$ cat src/rtl/gate_test_pkg.sv
// Shared types and constants for the gate truth-table sequencer.
// Expected tables are indexed by input vector: bit[v] = F(v).
package gate_test_pkg;

  typedef enum logic [1:0] {
    ST_IDLE   = 2'd0,
    ST_SETTLE = 2'd1,
    ST_CHECK  = 2'd2,
    ST_DONE   = 2'd3
  } seq_state_e;

  localparam logic [1:0] EXP_NOT  = 2'b01;
  localparam logic [3:0] EXP_AND2 = 4'b1000;
  localparam logic [3:0] EXP_OR2  = 4'b1110;
  localparam logic [3:0] EXP_XOR2 = 4'b0110;

endpackage

$ cat src/rtl/gate_test_sequencer_if.sv
// Signal bundle between the sequencer and the gate under test / its controller.
// master = sequencer side, slave = stimulus/gate side.
interface gate_test_sequencer_if #(
  parameter int N_IN  = 1,
  parameter int CNT_W = 4
);
  logic             start;
  logic [N_IN-1:0]  stim;
  logic             dut_out;
  logic             busy;
  logic             done;
  logic             pass;
  logic [CNT_W-1:0] fail_cnt;
  logic [N_IN-1:0]  first_fail_vec;

  modport master (
    input  start, dut_out,
    output stim, busy, done, pass, fail_cnt, first_fail_vec
  );

  modport slave (
    output start, dut_out,
    input  stim, busy, done, pass, fail_cnt, first_fail_vec
  );
endinterface

$ cat src/rtl/gate_test_sequencer.sv
// Sweeps all input vectors of a small gate, holds each for a settle window,
// then checks the gate output against EXP_TABLE and reports the result.
//
// state  | meaning
// IDLE   | waiting for start; last result held on outputs
// SETTLE | current vector driven, settle timer counting down
// CHECK  | compare gate output, advance vector or finish
// DONE   | one-cycle done pulse, publish pass
module gate_test_sequencer
  import gate_test_pkg::*;
#(
  parameter int                   N_IN       = 1,
  parameter int                   SETTLE_CYC = 2,
  parameter logic [(2**N_IN)-1:0] EXP_TABLE  = EXP_NOT,
  parameter int                   CNT_W      = 4
) (
  input  logic                  clk,
  input  logic                  rst,
  gate_test_sequencer_if.master io_seq
);

  localparam int SCNT_W = (SETTLE_CYC > 1) ? $clog2(SETTLE_CYC) : 1;
  localparam logic [SCNT_W-1:0] SCNT_LOAD = SCNT_W'(SETTLE_CYC - 1);
  localparam logic [N_IN-1:0]   LAST_VEC  = '1;

  seq_state_e       r_state, w_state_nxt;
  logic [SCNT_W-1:0] r_scnt, w_scnt_nxt;
  logic [N_IN-1:0]  r_stim, w_stim_nxt;
  logic [N_IN-1:0]  r_ffv, w_ffv_nxt;
  logic [CNT_W-1:0] r_fail_cnt, w_fail_cnt_nxt;
  logic             r_busy, w_busy_nxt;
  logic             r_done, w_done_nxt;
  logic             r_pass, w_pass_nxt;
  logic             w_mismatch;

  // Case-equality so an unknown gate output is scored as a failure.
  assign w_mismatch = (io_seq.dut_out !== EXP_TABLE[r_stim]);

  always_ff @(posedge clk or posedge rst) begin
    if (rst) r_state <= ST_IDLE;
    else     r_state <= w_state_nxt;
  end

  always_comb begin
    w_state_nxt    = r_state;
    w_scnt_nxt     = r_scnt;
    w_stim_nxt     = r_stim;
    w_ffv_nxt      = r_ffv;
    w_fail_cnt_nxt = r_fail_cnt;
    w_busy_nxt     = r_busy;
    w_done_nxt     = 1'b0;
    w_pass_nxt     = r_pass;
    case (r_state)
      ST_IDLE: begin
        if (io_seq.start) begin
          w_state_nxt    = ST_SETTLE;
          w_stim_nxt     = '0;
          w_fail_cnt_nxt = '0;
          w_pass_nxt     = 1'b0;
          w_ffv_nxt      = '0;
          w_busy_nxt     = 1'b1;
          w_scnt_nxt     = SCNT_LOAD;
        end
      end
      ST_SETTLE: begin
        if (r_scnt == '0) w_state_nxt = ST_CHECK;
        else              w_scnt_nxt  = r_scnt - SCNT_W'(1);
      end
      ST_CHECK: begin
        if (w_mismatch) begin
          if (r_fail_cnt != '1) w_fail_cnt_nxt = r_fail_cnt + CNT_W'(1);
          if (r_fail_cnt == '0) w_ffv_nxt = r_stim;
        end
        if (r_stim == LAST_VEC) begin
          w_state_nxt = ST_DONE;
          w_done_nxt  = 1'b1;
        end else begin
          w_stim_nxt  = r_stim + N_IN'(1);
          w_scnt_nxt  = SCNT_LOAD;
          w_state_nxt = ST_SETTLE;
        end
      end
      ST_DONE: begin
        w_busy_nxt  = 1'b0;
        w_pass_nxt  = (r_fail_cnt == '0);
        w_state_nxt = ST_IDLE;
      end
      default: w_state_nxt = ST_IDLE;
    endcase
  end

  always_ff @(posedge clk or posedge rst) begin
    if (rst) begin
      r_scnt     <= '0;
      r_stim     <= '0;
      r_ffv      <= '0;
      r_fail_cnt <= '0;
      r_busy     <= 1'b0;
      r_done     <= 1'b0;
      r_pass     <= 1'b0;
    end else begin
      r_scnt     <= w_scnt_nxt;
      r_stim     <= w_stim_nxt;
      r_ffv      <= w_ffv_nxt;
      r_fail_cnt <= w_fail_cnt_nxt;
      r_busy     <= w_busy_nxt;
      r_done     <= w_done_nxt;
      r_pass     <= w_pass_nxt;
    end
  end

  assign io_seq.stim           = r_stim;
  assign io_seq.busy           = r_busy;
  assign io_seq.done           = r_done;
  assign io_seq.pass           = r_pass;
  assign io_seq.fail_cnt       = r_fail_cnt;
  assign io_seq.first_fail_vec = r_ffv;

endmodule

$ cat src/flat_wrapper.sv
// flat-port wrapper written by rule: the top's interface ports become plain ports
module gate_test_sequencer_flat import gate_test_pkg::*;
#(
  parameter int                   N_IN       = 1,
  parameter int                   SETTLE_CYC = 2,
  parameter logic [(2**N_IN)-1:0] EXP_TABLE  = EXP_NOT,
  parameter int                   CNT_W      = 4
)
  (clk, rst, io_seq_start, io_seq_dut_out, io_seq_stim, io_seq_busy, io_seq_done, io_seq_pass, io_seq_fail_cnt, io_seq_first_fail_vec);
  gate_test_sequencer_if #(.N_IN(N_IN), .CNT_W(CNT_W)) io_seq_i ();
  input  logic clk;
  input  logic rst;
  input wire logic [$bits(io_seq_i.start)-1:0] io_seq_start;
  input wire logic [$bits(io_seq_i.dut_out)-1:0] io_seq_dut_out;
  output wire logic [$bits(io_seq_i.stim)-1:0] io_seq_stim;
  output wire logic [$bits(io_seq_i.busy)-1:0] io_seq_busy;
  output wire logic [$bits(io_seq_i.done)-1:0] io_seq_done;
  output wire logic [$bits(io_seq_i.pass)-1:0] io_seq_pass;
  output wire logic [$bits(io_seq_i.fail_cnt)-1:0] io_seq_fail_cnt;
  output wire logic [$bits(io_seq_i.first_fail_vec)-1:0] io_seq_first_fail_vec;
  assign io_seq_i.start = io_seq_start;
  assign io_seq_i.dut_out = io_seq_dut_out;
  assign io_seq_stim = io_seq_i.stim;
  assign io_seq_busy = io_seq_i.busy;
  assign io_seq_done = io_seq_i.done;
  assign io_seq_pass = io_seq_i.pass;
  assign io_seq_fail_cnt = io_seq_i.fail_cnt;
  assign io_seq_first_fail_vec = io_seq_i.first_fail_vec;
  gate_test_sequencer #(.N_IN(N_IN), .SETTLE_CYC(SETTLE_CYC), .EXP_TABLE(EXP_TABLE), .CNT_W(CNT_W)) u_core (.clk(clk), .rst(rst), .io_seq(io_seq_i));
endmodule
$ cat config.mk
export PLATFORM = sky130hd
export DESIGN_NAME = gate_test_sequencer_flat
export DESIGN_NICKNAME = d
export VERILOG_FILES = /design/src/rtl/gate_test_pkg.sv /design/src/rtl/gate_test_sequencer_if.sv /design/src/rtl/gate_test_sequencer.sv /design/src/flat_wrapper.sv
export SDC_FILE = /design/constraint.sdc
export NUM_CORES = 1
export LEC_CHECK = 0
export CAP_MARGIN = 20
export CORE_MARGIN = 4
export CORE_UTILIZATION = 48
export CTS_BUF_LIST = sky130_fd_sc_hd__clkbuf_8 sky130_fd_sc_hd__clkbuf_16
export DETAILED_ROUTE_END_ITERATION = 16
export PLACE_DENSITY = 0.84
export SKIP_LAST_GASP = 1
export SYNTH_ARGS = -nofsm -noshare
export SYNTH_HDL_FRONTEND = slang
export SYNTH_SLANG_ARGS = --single-unit
$ cat constraint.sdc
create_clock -name clk -period 1.7 [get_ports clk]
set_input_delay 0.34 -clock clk [delete_from_list [all_inputs] [get_ports clk]]
set_output_delay 0.34 -clock clk [all_outputs]
set_load 0.005 [all_outputs]
Word level (Yosys, flattened, before mapping)
Cells that the tools add are included.

word-level totals
  bits in registers = 12
  bits of input ports = 4
  output and inout bits = 9
  word-level logic and storage cells = 58

operators by class
  add/sub/neg operators = 3
  magnitude comparators = 1
  eq/ne operators = 11
  mux-type cells = 24
  reduce and logical (&&, ||, !) cells = 11

operator list
  kind                 number
  $mux 4               3
  $mux 1               11
  $pmux 1 s2           4
  $pmux 2 s4           1
  $pmux 4 s2           1
  $reduce_and 4->1     2
  $mux 2               3
  $ne 2x1->1 const B   3
  $ne 2x2->1 const B   3
  $reduce_and 2->1     3
  $add 4x1->4 const B  1
  $eq 2x2->1 const B   2
  $logic_not 4->1      1
  $ne 4x4->1 const B   1
  $reduce_bool 2->1    2
  $pmux 1 s3           1
  $reduce_and 3->1     1
  $reduce_bool 3->1    1
  $eq 2x1->1 const B   1
  $logic_not 2->1      1
  $lt 1x2->1 const B   1
  $add 1x1->1 const B  1
  $nex 1x1->1          1
  $sub 1x1->1 const B  1

Depth between registers and ports, before layout
  depth after elaboration = 5
  gate-level depth with buffers = 5
  mapped depth without buffers = 5

Least setup slack after synthesis
OpenSTA, ideal clock, no wires.

  path kind = reg2reg
  start point = register u_core.r_fail_cnt[0] (netlist: u_core.io_seq.fail_cnt[0])
  end point = register u_core.r_ffv (netlist: u_core.io_seq.first_fail_vec)
  data arrival time = 1.237 ns
  path slack = 0.342 ns
  stages on the path, launching flop included = 6
  buffers on the path = 0
  cell sequence = dfrtp_1 > inv_1 > ha_1 > nor3b_1 > a32o_1 > a22o_1

on the way
  longest elaborated chain between the ends = 3

RTL lines
  what                               RTL line                    RTL
  start: declaration                 gate_test_sequencer.sv:30   logic [CNT_W-1:0] r_fail_cnt, w_fail_cnt_nxt;
  start signal: assignment           gate_test_sequencer.sv:105  r_fail_cnt <= w_fail_cnt_nxt;
  $logic_not 4->1                    gate_test_sequencer.sv:72   if (r_fail_cnt == '0) w_ffv_nxt = r_stim;
  $ne 2x1->1 (no source line)        n/a
  $reduce_and 4->1 (no source line)  n/a
  end signal: assignment             gate_test_sequencer.sv:104  r_ffv <= w_ffv_nxt;
  end: declaration                   gate_test_sequencer.sv:29   logic [N_IN-1:0] r_ffv, w_ffv_nxt;

Every way passes these cells.
A chain may end at the register's enable or synchronous reset.

Worst setup path after layout
  start point = register u_core.r_fail_cnt[3] (netlist: u_core.io_seq.fail_cnt[3])
  end point = output port io_seq_fail_cnt[3]

RTL lines
  what              RTL line            RTL
  end: declaration  flat_wrapper.sv:19  output wire logic [$bits(io_seq_i.fail_cnt)-1:0] io_seq_fail_cnt;

No word-level cell between the ends.

==> impl_metrics.tcl <==
set metrics [dict create \
    dieArea_um2 1980 \
    ys_ff_latch 12 \
    fin_cells 99 \
    tightest_slew_ns 0.460 \
    cts_tree "yes" \
    start_kind "flip-flop" \
    final_max_slew_viol_count 0 \
    cts_buffer_depth 2 \
    rr_startpoint "u_core.r_state[0]" \
    peakVddDrop_v 0.00103 \
    num_rows 12 \
    dp.cells 95 \
    routedWlPerCell_um 14.8 \
    total_power_mw 1.44 \
    clock_latency_ns 0.24 \
    cts_max_level 1 \
    drive_gt1_share_pct 12.9 \
    coreArea_um2 1190 \
    cap_violations 0 \
    ys_async_sr_fraction_pct 100 \
    place_area_um2 802 \
    synth_top_area_share_pct 46.9 \
    ctsHoldBuffers 0 \
    crit_path_max_incr_delay_ns 0.54 \
    outcome "completed" \
    nNetsFinal 92 \
    design_area_um2 857 \
    crit_chain "clkdlybuf4s50_1" \
    crit_fanout 6 \
    n_fill_cell 82 \
    yosysMostFrequentCell "dfrtp_1" \
    drtIter0Drc 29 \
    vias_per_cell 5.83 \
    firstDrtPassIters 4 \
    drt.antenna.violating_nets 0 \
    synth-edff-count 0 \
    vias 577 \
    synth_cell_types 32 \
    portBuffers 12 \
    critPathLaunch "u_core.io_seq.fail_cnt[3]" \
    remaining_drc_errors 0 \
    setup_slack_ns 0.131 \
    antenna_cells 0 \
    ctsResizeCount 0 \
    hp-class "input port to async pin" \
    ys_seq_area_share_pct 46.9 \
    r2r_setup_slack_ns 0.22 \
    reg2regPathDepth 3 \
    overflow 0 \
    crit_type "flip-flop to output pin" \
    finalCriticalPeriod_ns 1.57 \
    areaGrowthSynthToFinish_pct 33.8 \
    synth.cell_area_um2 641 \
    clock_skew_ns 0.00127 \
    tritoncts.num_buffers 3 \
    slowest_stage "clkdlybuf4s50_1" \
    cp_num_cells 1 \
    reg2reg_to "u_core.io_seq.first_fail_vec" \
    yosysTopAreaCell "dfrtp_1" \
    clock-sinks 12 \
    required_ns 1.36 \
    place_ws_ns -0.0585 \
    avgSynthCellArea_um2 9.56 \
    synthTopCellsByCount "dfrtp_1, nand2_1, a21oi_1, inv_1, nand3_1" \
    io_pins 13 \
    cts-root-buf "clkbuf_8" \
    cp-endpoint "io_seq_fail_cnt[3]" \
    relSlewSlack_pct 69.3 \
    die_y_um 44.5 \
    syn-instance-count 67 \
    grt_use_total_pct 18.6 \
    fmaxAchievable_mhz 637 \
    final_hold_viol_count 0 \
    path_clk_slew_ns 0.05 \
    hold_ws_ns 0.402 \
    critical_path.endpoint_type "output pin" \
    place_congestion 0.813 \
    synthTopCellsByArea "dfrtp_1, nand2_1, ha_1" \
    synthesis.nets 73 \
    start_util_pct 54.0 \
    cellPowerDensity_nw_per_um2 1680 \
    synth_ff_type "dfrtp_1" \
    grt_pass1_vias 567 \
    dieWidth_um 44.5 \
    min_period_over_period_pct 92.3 \
    yosysWarningCount 0 \
    grt_start_max_net_pins 13 \
    setup_viol 0 \
    rsz0062_at_grt "no" \
    cpLargestDelayFamily "buffers and inverters" \
    routed_wl_mm 1.46 \
    grt_pass1_wl_mm 2.55 \
    p_leak_nw 0.393 \
    antenna_found_initial 0 \
    path_buf_inv 1 \
    arrival_ns 1.23 \
    dp_hpwl_um 991 \
    cts_setup_buffers 0 \
]
[sequential cells by signal, indices dropped and copies added, names as in the netlist]
register and cells:
u_core.io_seq.busy 1, u_core.io_seq.done 1, u_core.io_seq.fail_cnt 4, u_core.io_seq.first_fail_vec 1, u_core.io_seq.pass 1, u_core.io_seq.stim 1, u_core.r_scnt 1, u_core.r_state 2
[how the worst min path moves through the flow]
| stage | endpoint | slack, ns |
|---|---|---|
| after floorplan | u_core.io_seq.busy | 0.20 |
| after global placement | u_core.io_seq.busy | 0.50 |
| after detailed placement | u_core.io_seq.busy | 0.47 |
| after CTS | u_core.io_seq.busy | 0.42 |
| after global routing | u_core.io_seq.fail_cnt[0] | 0.46 |
| final | u_core.io_seq.fail_cnt[1] | 0.40 |
[where the power goes]
part | total (mW) | internal [mW] | switching, mW
clock network | 0.315 | 0.205 | 0.110
logic | 0.598 | 0.339 | 0.259
registers | 0.529 | 0.390 | 0.139
total | 1.44 | 0.934 | 0.507
[cells in the final DEF (no fill, tap or decap), types with 3 or more instances in the layout]
| master | n |
|---|---|
| nand2_1 | 7 |
| dfrtp_1 | 12 |
| clkdlybuf4s50_1 | 12 |
| inv_1 | 4 |
| nor2_1 | 3 |
| o21ai_0 | 3 |
| nand3_1 | 4 |
| clkbuf_8 | 4 |
| a21oi_1 | 4 |
| buf_4 | 5 |
[worst reg2reg max path, delay by kind of cell, from the launching register on]
family,cells,cell delay [ns]
DFF,1,0.48
AOI/OAI and AO/OA,2,0.44
and+or+nand+nor,1,0.46
[layout make-up]
type,instances,area [um^2],share of cell area (%)
clock buffers,4,55.1,6.42
inverters,4,15.0,1.75
multi-input cells,48,312,36.4
flip-flops and latches,12,300,35.0
well taps,14,17.5,2.04
repair buffers,17,158,18.4
[metal layers]
metal	global-route usage, %	vias to the layer above	routed length [um]
li1	-	278	-
met1	23.3	266	715
met2	25.5	23	612
met3	8.13	10	82
met4	12.7	0	51
met5	0	-	0
[through the flow]
step                      util, %  TNS (ns)
final                        72.3         0
after detailed placement     67.6   -0.0585
after CTS                    72.3         0
after global placement       67.6  -0.00484
after global routing         72.3         0
after floorplan                 -         0
[cells by family after synthesis]
logic type	after synthesis	share of synthesized area [%]
simple gates	26	23.2
flops	12	46.9
buf+inv	7	4.49
compound gates	19	20.1
xor+xnor	1	1.37
fa+ha+maj	2	3.91
Power figures use the tool's default switching activity.
